File: src/rtl/fifo_rd_stream.sv
// ----------------------------------------------------------------------------
// fifo_rd_stream
//   Read-side consumer of an asynchronous FIFO, entirely in the clk_rd domain.
//   Issues FIFO reads, captures the returned words into a 3-entry in-order
//   buffer and re-presents them on a valid/ready stream at one word per cycle.
//   The read decision uses only registered state and FIFO/control inputs, so
//   there is no combinational path from out_ready to rd_en.
//
// Ports
//   clk_rd      read-domain clock, all logic on posedge
//   rst_n       asynchronous active-low reset
//   enable      1 = allowed to issue new FIFO reads
//   clear       synchronous flush of buffer, in-flight read and count
//   empty       FIFO empty flag
//   data_out    FIFO read data, valid the cycle after an accepted rd_en
//   rd_en       FIFO read request
//   out_valid   out_data holds a valid word
//   out_ready   downstream accepts the word this cycle
//   out_data    head-of-buffer word (registered)
//   xfer_count  completed out_valid && out_ready transfers, wraps
// ----------------------------------------------------------------------------
module fifo_rd_stream #(
    parameter int DATA_WIDTH = 8,
    parameter int CNT_WIDTH  = 16
) (
    input  logic                  clk_rd,
    input  logic                  rst_n,
    input  logic                  enable,
    input  logic                  clear,
    input  logic                  empty,
    input  logic [DATA_WIDTH-1:0] data_out,
    output logic                  rd_en,
    output logic                  out_valid,
    input  logic                  out_ready,
    output logic [DATA_WIDTH-1:0] out_data,
    output logic [CNT_WIDTH-1:0]  xfer_count
);

    // Buffer occupancy; the encoding equals the number of stored words.
    typedef enum logic [1:0] {
        EMPTY = 2'd0,
        ONE   = 2'd1,
        TWO   = 2'd2,
        THREE = 2'd3
    } occ_e;

    occ_e                  occ_q, occ_d;
    logic                  inflight_q, inflight_d;
    logic                  run_q;
    logic [DATA_WIDTH-1:0] buf_q [3];
    logic [DATA_WIDTH-1:0] buf_d [3];
    logic [CNT_WIDTH-1:0]  xfer_count_q, xfer_count_d;

    logic                  push;
    logic                  pop;
    logic [1:0]            wr_idx;
    logic [2:0]            pending;

    // Words already committed: buffered plus the one returning this cycle.
    // Allowing a read only while pending <= 2 guarantees the buffer can
    // absorb every word that is requested, even under full backpressure.
    assign pending   = 3'(occ_q) + 3'(inflight_q);

    // run_q keeps rd_en low while rst_n is asserted and for the first cycle
    // after release, so no read is requested from a reset state.
    assign rd_en     = run_q && enable && !clear && !empty && (pending <= 3'd2);

    assign out_valid = (occ_q != EMPTY);
    assign out_data  = buf_q[0];
    assign xfer_count = xfer_count_q;

    // NOTE: every signal driven here gets a default first so no path through
    // the block leaves it unassigned, which would infer a latch.
    always_comb begin
        push         = inflight_q;
        pop          = out_valid && out_ready;
        // Slot for the incoming word: just behind the current tail, shifted
        // down by one when the head leaves in the same cycle.
        wr_idx       = 2'(occ_q) - {1'b0, pop};
        buf_d        = buf_q;
        occ_d        = occ_q;
        inflight_d   = rd_en;
        xfer_count_d = xfer_count_q + CNT_WIDTH'(pop);

        if (pop) begin
            buf_d[0] = buf_q[1];
            buf_d[1] = buf_q[2];
        end

        // A word returning during clear is dropped on purpose.
        if (push && !clear && (wr_idx != 2'd3)) begin
            buf_d[wr_idx] = data_out;
        end

        if (clear) begin
            occ_d        = EMPTY;
            xfer_count_d = '0;
        end else begin
            unique case ({push, pop})
                2'b10:   occ_d = occ_e'(2'(occ_q) + 2'd1);
                2'b01:   occ_d = occ_e'(2'(occ_q) - 2'd1);
                default: occ_d = occ_q;
            endcase
        end
    end

    // NOTE: state registers use non-blocking assignments so every flop samples
    // the pre-edge values, independent of statement order.
    always_ff @(posedge clk_rd or negedge rst_n) begin
        if (!rst_n) begin
            occ_q        <= EMPTY;
            inflight_q   <= 1'b0;
            run_q        <= 1'b0;
            xfer_count_q <= '0;
            // NOTE: the buffer storage is reset because its head entry is
            // out_data, which must read zero coming out of reset.
            for (int i = 0; i < 3; i++) begin
                buf_q[i] <= '0;
            end
        end else begin
            occ_q        <= occ_d;
            inflight_q   <= inflight_d;
            run_q        <= 1'b1;
            xfer_count_q <= xfer_count_d;
            buf_q        <= buf_d;
        end
    end

endmodule
File: config.mk
export PLATFORM = sky130hd
export DESIGN_NAME = fifo_rd_stream
export DESIGN_NICKNAME = d
export VERILOG_FILES = /design/src/rtl/fifo_rd_stream.sv
export SDC_FILE = /design/constraint.sdc
export NUM_CORES = 1
export LEC_CHECK = 0
export ABC_AREA = 1
export CORE_MARGIN = 8
export CORE_UTILIZATION = 36
export DETAILED_ROUTE_END_ITERATION = 16
export PLACE_DENSITY = 0.6
export SLEW_MARGIN = 20
export SYNTH_ARGS = -nofsm -noshare
export SYNTH_HDL_FRONTEND = slang
export SYNTH_SLANG_ARGS = --single-unit
File: constraint.sdc
create_clock -name clk_rd -period 2.1 [get_ports clk_rd]
set_clock_uncertainty 0.1 [all_clocks]
set_input_delay 0.42 -clock clk_rd [delete_from_list [all_inputs] [get_ports clk_rd]]
set_output_delay 0.42 -clock clk_rd [all_outputs]
set_load 0.01 [all_outputs]
Word-level counts from Yosys, hierarchy flattened

Cells that the tools add are included.

Bits in registers: 44
Bits in latches: 0
Bits in writable memories: 0
Memory bits (read-only): 0
Input bits: 14
Output and inout port bits: 26
Logic and storage cells: 39
Memories kept: 0

Add/sub/neg operators: 5
$mul: 0
Divide/modulo/power cells: 0
Magnitude comparators: 3
Equal/unequal tests: 3
Shift-type cells: 0
Muxes and demuxes: 8
Bitwise gates (word level): 1
Reduce and logical (&&, ||, !) cells: 12

Operator list:

| kind                                                                          | count |
|---|---|
| 16-bit two-way mux                                                            | 2 |
| 24-bit bitwise mux                                                            | 1 |
| 24-bit two-way mux                                                            | 1 |
| 16-bit by 1-bit adder with 16-bit output                                      | 1 |
| 8-bit demux with 2-bit select                                                 | 1 |
| 1-bit logical AND                                                             | 8 |
| 8-bit two-way mux                                                             | 1 |
| 2-bit case mux with 2 select lines                                            | 1 |
| 2-bit by 1-bit adder with 3-bit output                                        | 1 |
| 3-bit >= comparator (second input constant)                                   | 1 |
| 3-bit by 2-bit <= comparator with 1-bit output (second input constant)        | 1 |
| 3-bit by 1-bit less-than comparator with 1-bit output (second input constant) | 1 |
| 2-bit inverter with 3-bit output                                              | 1 |
| 3-bit nonzero test                                                            | 1 |
| 2-bit by 1-bit adder with 2-bit output (second input constant)                | 1 |
| 2-bit by 1-bit == test with 1-bit output (second input constant)              | 1 |
| 2-bit == test (second input constant)                                         | 1 |
| 1-bit logical NOT                                                             | 2 |
| 2-bit two-way mux                                                             | 1 |
| 2-bit != test (second input constant)                                         | 1 |
| 2-bit nonzero test                                                            | 1 |
| 2-bit by 1-bit subtractor with 2-bit output                                   | 1 |
| 2-bit by 1-bit subtractor with 2-bit output (second input constant)           | 1 |

Depth between registers and ports, before layout

Gate-level depths: netlist (run 1).

Depth in word-level cells: 10
Gate-level depth with buffers: 9
Mapped depth without buffers: 9

Worst setup path after synthesis (run 1)

Ideal clock, no wire load.

Path type: flip-flop to flip-flop
Start: register occ_q[1]
End: register buf_q, in the netlist out_data[6]
Setup time: 0.123 ns
Data arrival time: 1.543 ns
Data required time: 1.877 ns
Path slack: 0.334 ns
Stages on the path, launching flop included: 9
Clock period less this slack: 1.766 ns
Cells stage by stage: dfrtp_1 -> o21a_1 -> ha_1 -> inv_1 -> nor2_4 -> nand2_2 -> buf_4 -> nand2_1 -> o21ai_1

RTL lines:

| what                   | line | source |
|---|---|---|
| start, declared        | 47   | `occ_e occ_q, occ_d;` |
| start signal, assigned | 111  | `occ_q <= EMPTY;` |
| start signal, assigned | 121  | `occ_q <= occ_d;` |
| end signal, assigned   | 125  | `buf_q <= buf_d;` |
| end, declared          | 50   | `logic [DATA_WIDTH-1:0] buf_q [3];` |

Final worst setup path (run 1)

Start: register occ_q[0]
End: output rd_en

Longest elaborated chain between the ends: 3

RTL lines:

| what                                           | line | source |
|---|---|---|
| 2-bit by 1-bit adder with 3-bit output         | 62   | `assign pending = 3'(occ_q) + 3'(inflight_q);` |
| 3-bit by 2-bit <= comparator with 1-bit output | 66   | `assign rd_en = run_q && enable && !clear && !empty && (pending <= 3'd2);` |
| 1-bit logical AND                              | 66   |  |
| end, declared                                  | 32   | `output logic rd_en,` |

No other way between the ends.

==> flow_metrics.py, run 1 <==
metrics = {
    "floorplanning": {
        "coreArea_um2": 6350,
        "boundaryPins": 40,
        "start_util_pct": 37.2,
        "die_h_um": 97.0,
        "die_w_um": 97.0,
        "std_cell_rows": 29,
        "dieArea_um2": 9400,
    },
    "sta": {
        "max_freq_mhz": 464,
        "worst_slack_ns": -0.0548,
        "final.period_utilization_pct": 103,
        "setup_viol": 1,
        "timing.final.hold_violations": 0,
        "rsz0062_at_grt": "yes",
        "tns_ns": -0.0548,
        "drv_slew": 0,
        "fin_hold_ws_ns": 0.388,
        "layout_min_cycle_time_ns": 2.15,
    },
    "global_route": {
        "grt_pass1_vias": 1872,
        "grt_max_degree": 34,
        "grtUsageTotal_pct": 10.9,
        "antenna_found_initial": 0,
        "overflow": 0,
        "grt_pass1_wl_mm": 8.67,
    },
    "critical_path": {
        "critPathLaunchType": "register",
        "crit_start": "occ_q[0]",
        "endpoint_kind": "output pin",
        "cp.required_ns": 1.58,
        "worstRegToRegCells": 7,
        "r2r_slack_ns": 0.11,
        "arrival_ns": 1.63,
        "path_class": "register to output pin",
        "endpoint": "rd_en",
        "path_max_fanout": 2,
        "timing.rr.start": "occ_q[1]",
    },
    "clock_network": {
        "h-tree-depth": 2,
        "clk_path_buf_depth": 2,
        "clkTransAtPathRegs_ns": 0.08,
        "clock-sinks": 44,
        "clkLatencyLatePin_ns": 0.30,
        "post_cts.repair.setup_buffers": 0,
        "cts_tree": "done",
        "numCtsBuffers": 5,
        "cts_root_buf": "clkbuf_8",
    },
    "routing": {
        "via_per_inst": 4.59,
        "drt_iter0_markers": 85,
        "drt-total-wl_mm": 4.99,
        "drc": 0,
        "vias": 1868,
        "routedWlPerCell_um": 12.3,
        "final_antenna_net_count": 0,
        "first_pass_iters": 4,
    },
    "power_and_ir_drop": {
        "sw_frac_of_total_pct": 34.3,
        "clock_power_share_pct": 18.9,
        "pwr-share-seq_pct": 42.0,
        "power.density_nw_per_um2": 961,
        "peakVddDrop_uv": 440,
        "netSwitchingPower_uw": 978,
        "internal_power_uw": 1870,
        "leakage_uw": 0.00136,
        "p_comb_share_pct": 39.1,
    },
    "synth": {
        "yosysWarnings": 0,
        "netlist_area_um2": 2360,
        "async_flop_share_pct": 100,
        "synthSimpleGateAreaFrac_pct": 22.0,
        "yosysUniqueCellTypes": 30,
        "yosysTopAreaCellShare_pct": 46.7,
        "yosysTopAreaCell": "dfrtp_1",
        "ys.flop_type": "dfrtp_1",
        "synth_compound_area_share_pct": 16.2,
        "synth.area.top_cells": "dfrtp_1 47%, nand2_1 12%, inv_1 4.6%",
        "synth-edff-count": 0,
        "synth_top_family_by_area": "simple AND/OR/NAND/NOR gates",
        "synth-adder-area-share_pct": 3.18,
        "synth_nets": 302,
        "ys_seq_area_share_pct": 46.7,
        "postSynthAreaPerCell_um2": 8.37,
        "yosys-top-cells-count": "73 x nand2_1, 44 x dfrtp_1, 29 x inv_1, 29 x nor2_1, 16 x o21ai_1",
        "yosys.cell_count.top_type": "nand2_1",
        "ys_ff_latch": 44,
        "synthXorXnorAreaFrac_pct": 1.06,
        "synth_mux_area_share_pct": 0,
        "syn_inst": 282,
    },
    "layout": {
        "insertedDiodeCount": 0,
        "multi_input_area_um2": 1040,
        "area_growth_pct": 25.7,
        "layout-drive-gt1-share_pct": 15.5,
        "seq_area_um2": 1100,
        "finalNetCount": 349,
        "fillerInstances": 632,
        "fin_area_um2": 2970,
    },
    "hold_path": {
        "hold_class": "register to register",
    },
    "placement": {
        "port_buffers": 39,
        "gp_congestion": 0.819,
        "dp_hpwl_mm": 3.66,
        "pre_cts_ws_ns": -0.225,
        "place_area_um2": 2830,
    },
    "status": {
        "violations": "setup timing",
        "status": "finished with violations",
    },
    "flow_run": {
        "maxCapViolations": 0,
    },
}
kinds of logic after synthesis:
family	Yosys count
AO/OA/AOI/OAI	61
XOR/XNOR	2
adder cells (fa/ha/maj)	6
buffers and inverters	47
flip-flops	44
other	1
AND/OR/NAND/NOR	121
placed cells by master, fill, tap and decap left out, types with 2 or more instances in the layout:
master,count
o21bai_1,2
o21ai_2,10
dfrtp_1,44
inv_1,28
nand2_1,73
nand2_4,4
nor2_2,2
nand4_1,4
o211ai_1,8
clkbuf_8,5
o21a_1,3
inv_2,2
buf_4,16
ha_1,4
a21oi_1,7
clkinvlp_4,2
buf_2,2
o21ai_1,16
clkdlybuf4s50_1,36
nand3_1,6
o21ai_0,13
nor2_1,28
how the worst min path moves through the flow:
stage / slack (ns) / start / cells past startpoint / end
3_3_place_gp: 0.31 / rst_n / 1 / xfer_count[4]
5_1_grt: 0.40 / register / 2 / register
6_report: 0.39 / register / 2 / register
3_5_place_dp: 0.31 / rst_n / 1 / xfer_count[0]
4_1_cts: 0.39 / register / 2 / register
2_1_floorplan: 0.02 / rst_n / 0 / async pin
worst max-delay path, stage by stage (launching register included):
cell and delay (ns):
dfrtp_1 0.39, ha_2 0.20, inv_2 0.06, ha_4 0.19
nor3b_4 0.14, o211a_1 0.22, buf_2 0.14
metrics by stage:
| stage | power [uW] | cells | utilization, % |
|---|---|---|---|
| finish | 2850 | 407 | 46.7 |
| global route | 3090 | 407 | 46.7 |
| CTS | 2850 | 407 | 46.1 |
| detailed placement | 2290 | 398 | 44.5 |
| global placement | 2260 | 398 | 44.5 |
| floorplan | 2020 | 282 | - |
power groups by stage:
| stage | Clock [uW] | Combinational [uW] | Sequential, uW |
|---|---|---|---|
| 6_report | 540 | 1110 | 1200 |
| 4_1_cts | 564 | 1080 | 1200 |
| 3_3_place_gp | 0 | 1050 | 1210 |
| 3_5_place_dp | 0 | 1070 | 1220 |
| 5_1_grt | 600 | 1260 | 1230 |
| 2_1_floorplan | 0 | 817 | 1210 |
metal layers:
metal,GRT usage (%),vias up,wire length [um]
met3,1.71,8,113
met5,0,-,0
met4,4.97,0,90
met1,13.5,838,2420
li1,-,999,-
met2,18.2,23,2360
final cells by class:
type	count	area share [%]
multi-input combinational	191	35.2
tap	77	3.25
sequential	44	37.1
inverter	31	4.01
clock buffer	5	2.32
timing repair buffer	56	17.3
clock inverter	3	0.802
timing repair:
action / CTS / global route
endpoints found under the setup margin: 1 / 5
hold endpoints to repair: 19 / 0
hold buffers: 1 / 0
gates resized for setup: 5 / 8
gates cloned: 0 / 0
pin swaps: 1 / 2
Power figures use the tool's default switching activity.
==> inputs of run 2 (changes only) <==
==> constraint.sdc (replaced) <==
create_clock -name clk_rd -period 2.1 [get_ports clk_rd]
set_clock_uncertainty 0.1 [all_clocks]
set_input_delay 0.525 -clock clk_rd [delete_from_list [all_inputs] [get_ports clk_rd]]
set_output_delay 0.525 -clock clk_rd [all_outputs]
set_load 0.01 [all_outputs]
==> flow_metrics.py, run 2 (synthesis results as in run 1) <==
metrics = {
    "clock_network": {
        "clk_path_buf_depth": 2,
        "clock-sinks": 44,
        "cts_root_buf": "clkbuf_8",
        "cts_hold_buf": 0,
        "h-tree-depth": 2,
        "numCtsBuffers": 5,
        "cts_tree": "done",
        "clkTransAtPathRegs_ns": 0.09,
        "clkLatencyLatePin_ns": 0.29,
        "post_cts.repair.setup_buffers": 0,
    },
    "critical_path": {
        "path_max_fanout": 2,
        "path_class": "register to output pin",
        "critPathLaunchType": "register",
        "max_stage_delay_ns": 0.37,
        "crit_chain": "ha_2 > inv_2 > ha_1 > nor3b_1 > o211a_1 > buf_2",
        "arrival_ns": 1.61,
        "endpoint_kind": "output pin",
        "slowest_stage": "dfrtp_1",
        "cp.required_ns": 1.47,
    },
    "global_route": {
        "overflow": 0,
        "grt_max_degree": 34,
        "grt_pass1_vias": 1781,
        "grt_pass1_wl_mm": 8.57,
        "antenna_found_initial": 0,
        "grtUsageTotal_pct": 10.6,
    },
    "sta": {
        "setup_viol": 1,
        "rsz0062_at_grt": "yes",
        "timing.final.hold_violations": 0,
        "drv_slew": 0,
        "layout_min_cycle_time_ns": 2.23,
        "final.period_utilization_pct": 106,
        "worst_slack_ns": -0.131,
        "max_freq_mhz": 448,
    },
    "status": {
        "violations": "setup timing",
        "status": "finished with violations",
    },
    "power_and_ir_drop": {
        "peakVddDrop_uv": 462,
        "power_uw": 2900,
        "leakage_uw": 0.00136,
        "power.density_nw_per_um2": 987,
    },
    "placement": {
        "gp_congestion": 0.821,
        "port_buffers": 39,
        "dp_hpwl_mm": 3.64,
    },
    "layout": {
        "fillerInstances": 617,
        "finalNetCount": 346,
        "multi_input_area_um2": 1020,
        "layout-drive-gt1-share_pct": 14.4,
        "final_common_cell": "nand2_1",
        "final_util_pct": 46.3,
        "area_growth_pct": 24.7,
        "insertedDiodeCount": 0,
        "final_cell_mix": "73 x nand2_1, 44 x dfrtp_1, 36 x clkdlybuf4s50_1",
        "seq_area_um2": 1100,
    },
    "routing": {
        "drc": 0,
        "via_per_inst": 4.58,
        "first_pass_iters": 4,
        "routedWlPerCell_um": 12.0,
        "final_antenna_net_count": 0,
        "vias": 1851,
        "drt-total-wl_mm": 4.85,
        "drt_iter0_markers": 81,
    },
    "floorplanning": {
        "die_w_um": 97.0,
        "die_h_um": 97.0,
        "start_util_pct": 37.2,
        "dieArea_um2": 9400,
        "coreArea_um2": 6350,
        "boundaryPins": 40,
        "std_cell_rows": 29,
    },
    "hold_path": {
        "hold_class": "input pin to async pin",
    },
    "flow_run": {
        "maxCapViolations": 0,
    },
}
-- run 2: report_power, final --
part	internal, uW	switching (uW)
combinational	524	541
sequential	1090	110
clock	353	287
total	1960	937
-- run 2: worst max-delay path, delay by kind of cell, from the launching register on --
kind / cells / cell delay [ns]
fa+ha+maj: 2 / 0.44
flops: 1 / 0.37
compound gates: 1 / 0.21
buf+inv: 2 / 0.17
simple gates: 1 / 0.13
-- run 2: final timing paths --
check | startpoint | end | slack [ns] | cells after the start
hold / removal | rst_n | buf_q[8] | 0.08 | 1
max in group asynchronous | rst_n | xfer_count[1] | 1.30 | 2
hold reg to reg | register | register | 0.39 | 2
setup / recovery | occ_q[0] | rd_en | -0.13 | 6
setup reg to reg | occ_q[1] | buf_q[10] | 0.10 | 7
min in group clk_rd | register | register | 0.39 | 2
-- run 2: layout make-up --
type / instances / share of cell area, %
Sequential cell: 44 / 37.4
Multi-Input combinational cell: 191 / 34.7
Timing Repair Buffer: 53 / 16.9
Inverter: 31 / 4.04
Tap cell: 77 / 3.28
Clock buffer: 6 / 2.47
Clock inverter: 2 / 1.19
-- run 2: per-layer routing --
layer / part of all wire [%] / wire length, um / global-route usage, % / up-vias
li1: - / - / - / 993
met1: 49 / 2360 / 13.5 / 828
met2: 47 / 2300 / 17.2 / 28
met3: 2.9 / 139 / 2.20 / 2
met4: 0.97 / 47 / 3.67 / 0
met5: 0 / 0 / 0 / -
-- run 2: per-stage QoR --
step	cell area, um2	instances	hold WS, ns	setup WS, ns	TNS [ns]
2_1_floorplan	2360	282	0.129	0.248	0
3_3_place_gp	2820	396	0.364	-0.430	-5.53
3_5_place_dp	2820	396	0.368	-0.454	-6.67
4_1_cts	2930	404	0.0981	-0.147	-0.147
5_1_grt	2940	404	0.122	-0.200	-0.200
6_report	2940	404	0.0845	-0.131	-0.131
-- run 2: timing repair --
action,CTS,global route
gates cloned,0,0
pin swaps,1,0
gates resized for setup,7,4
endpoints found under the hold margin,0,0
endpoints found under the setup margin,2,20
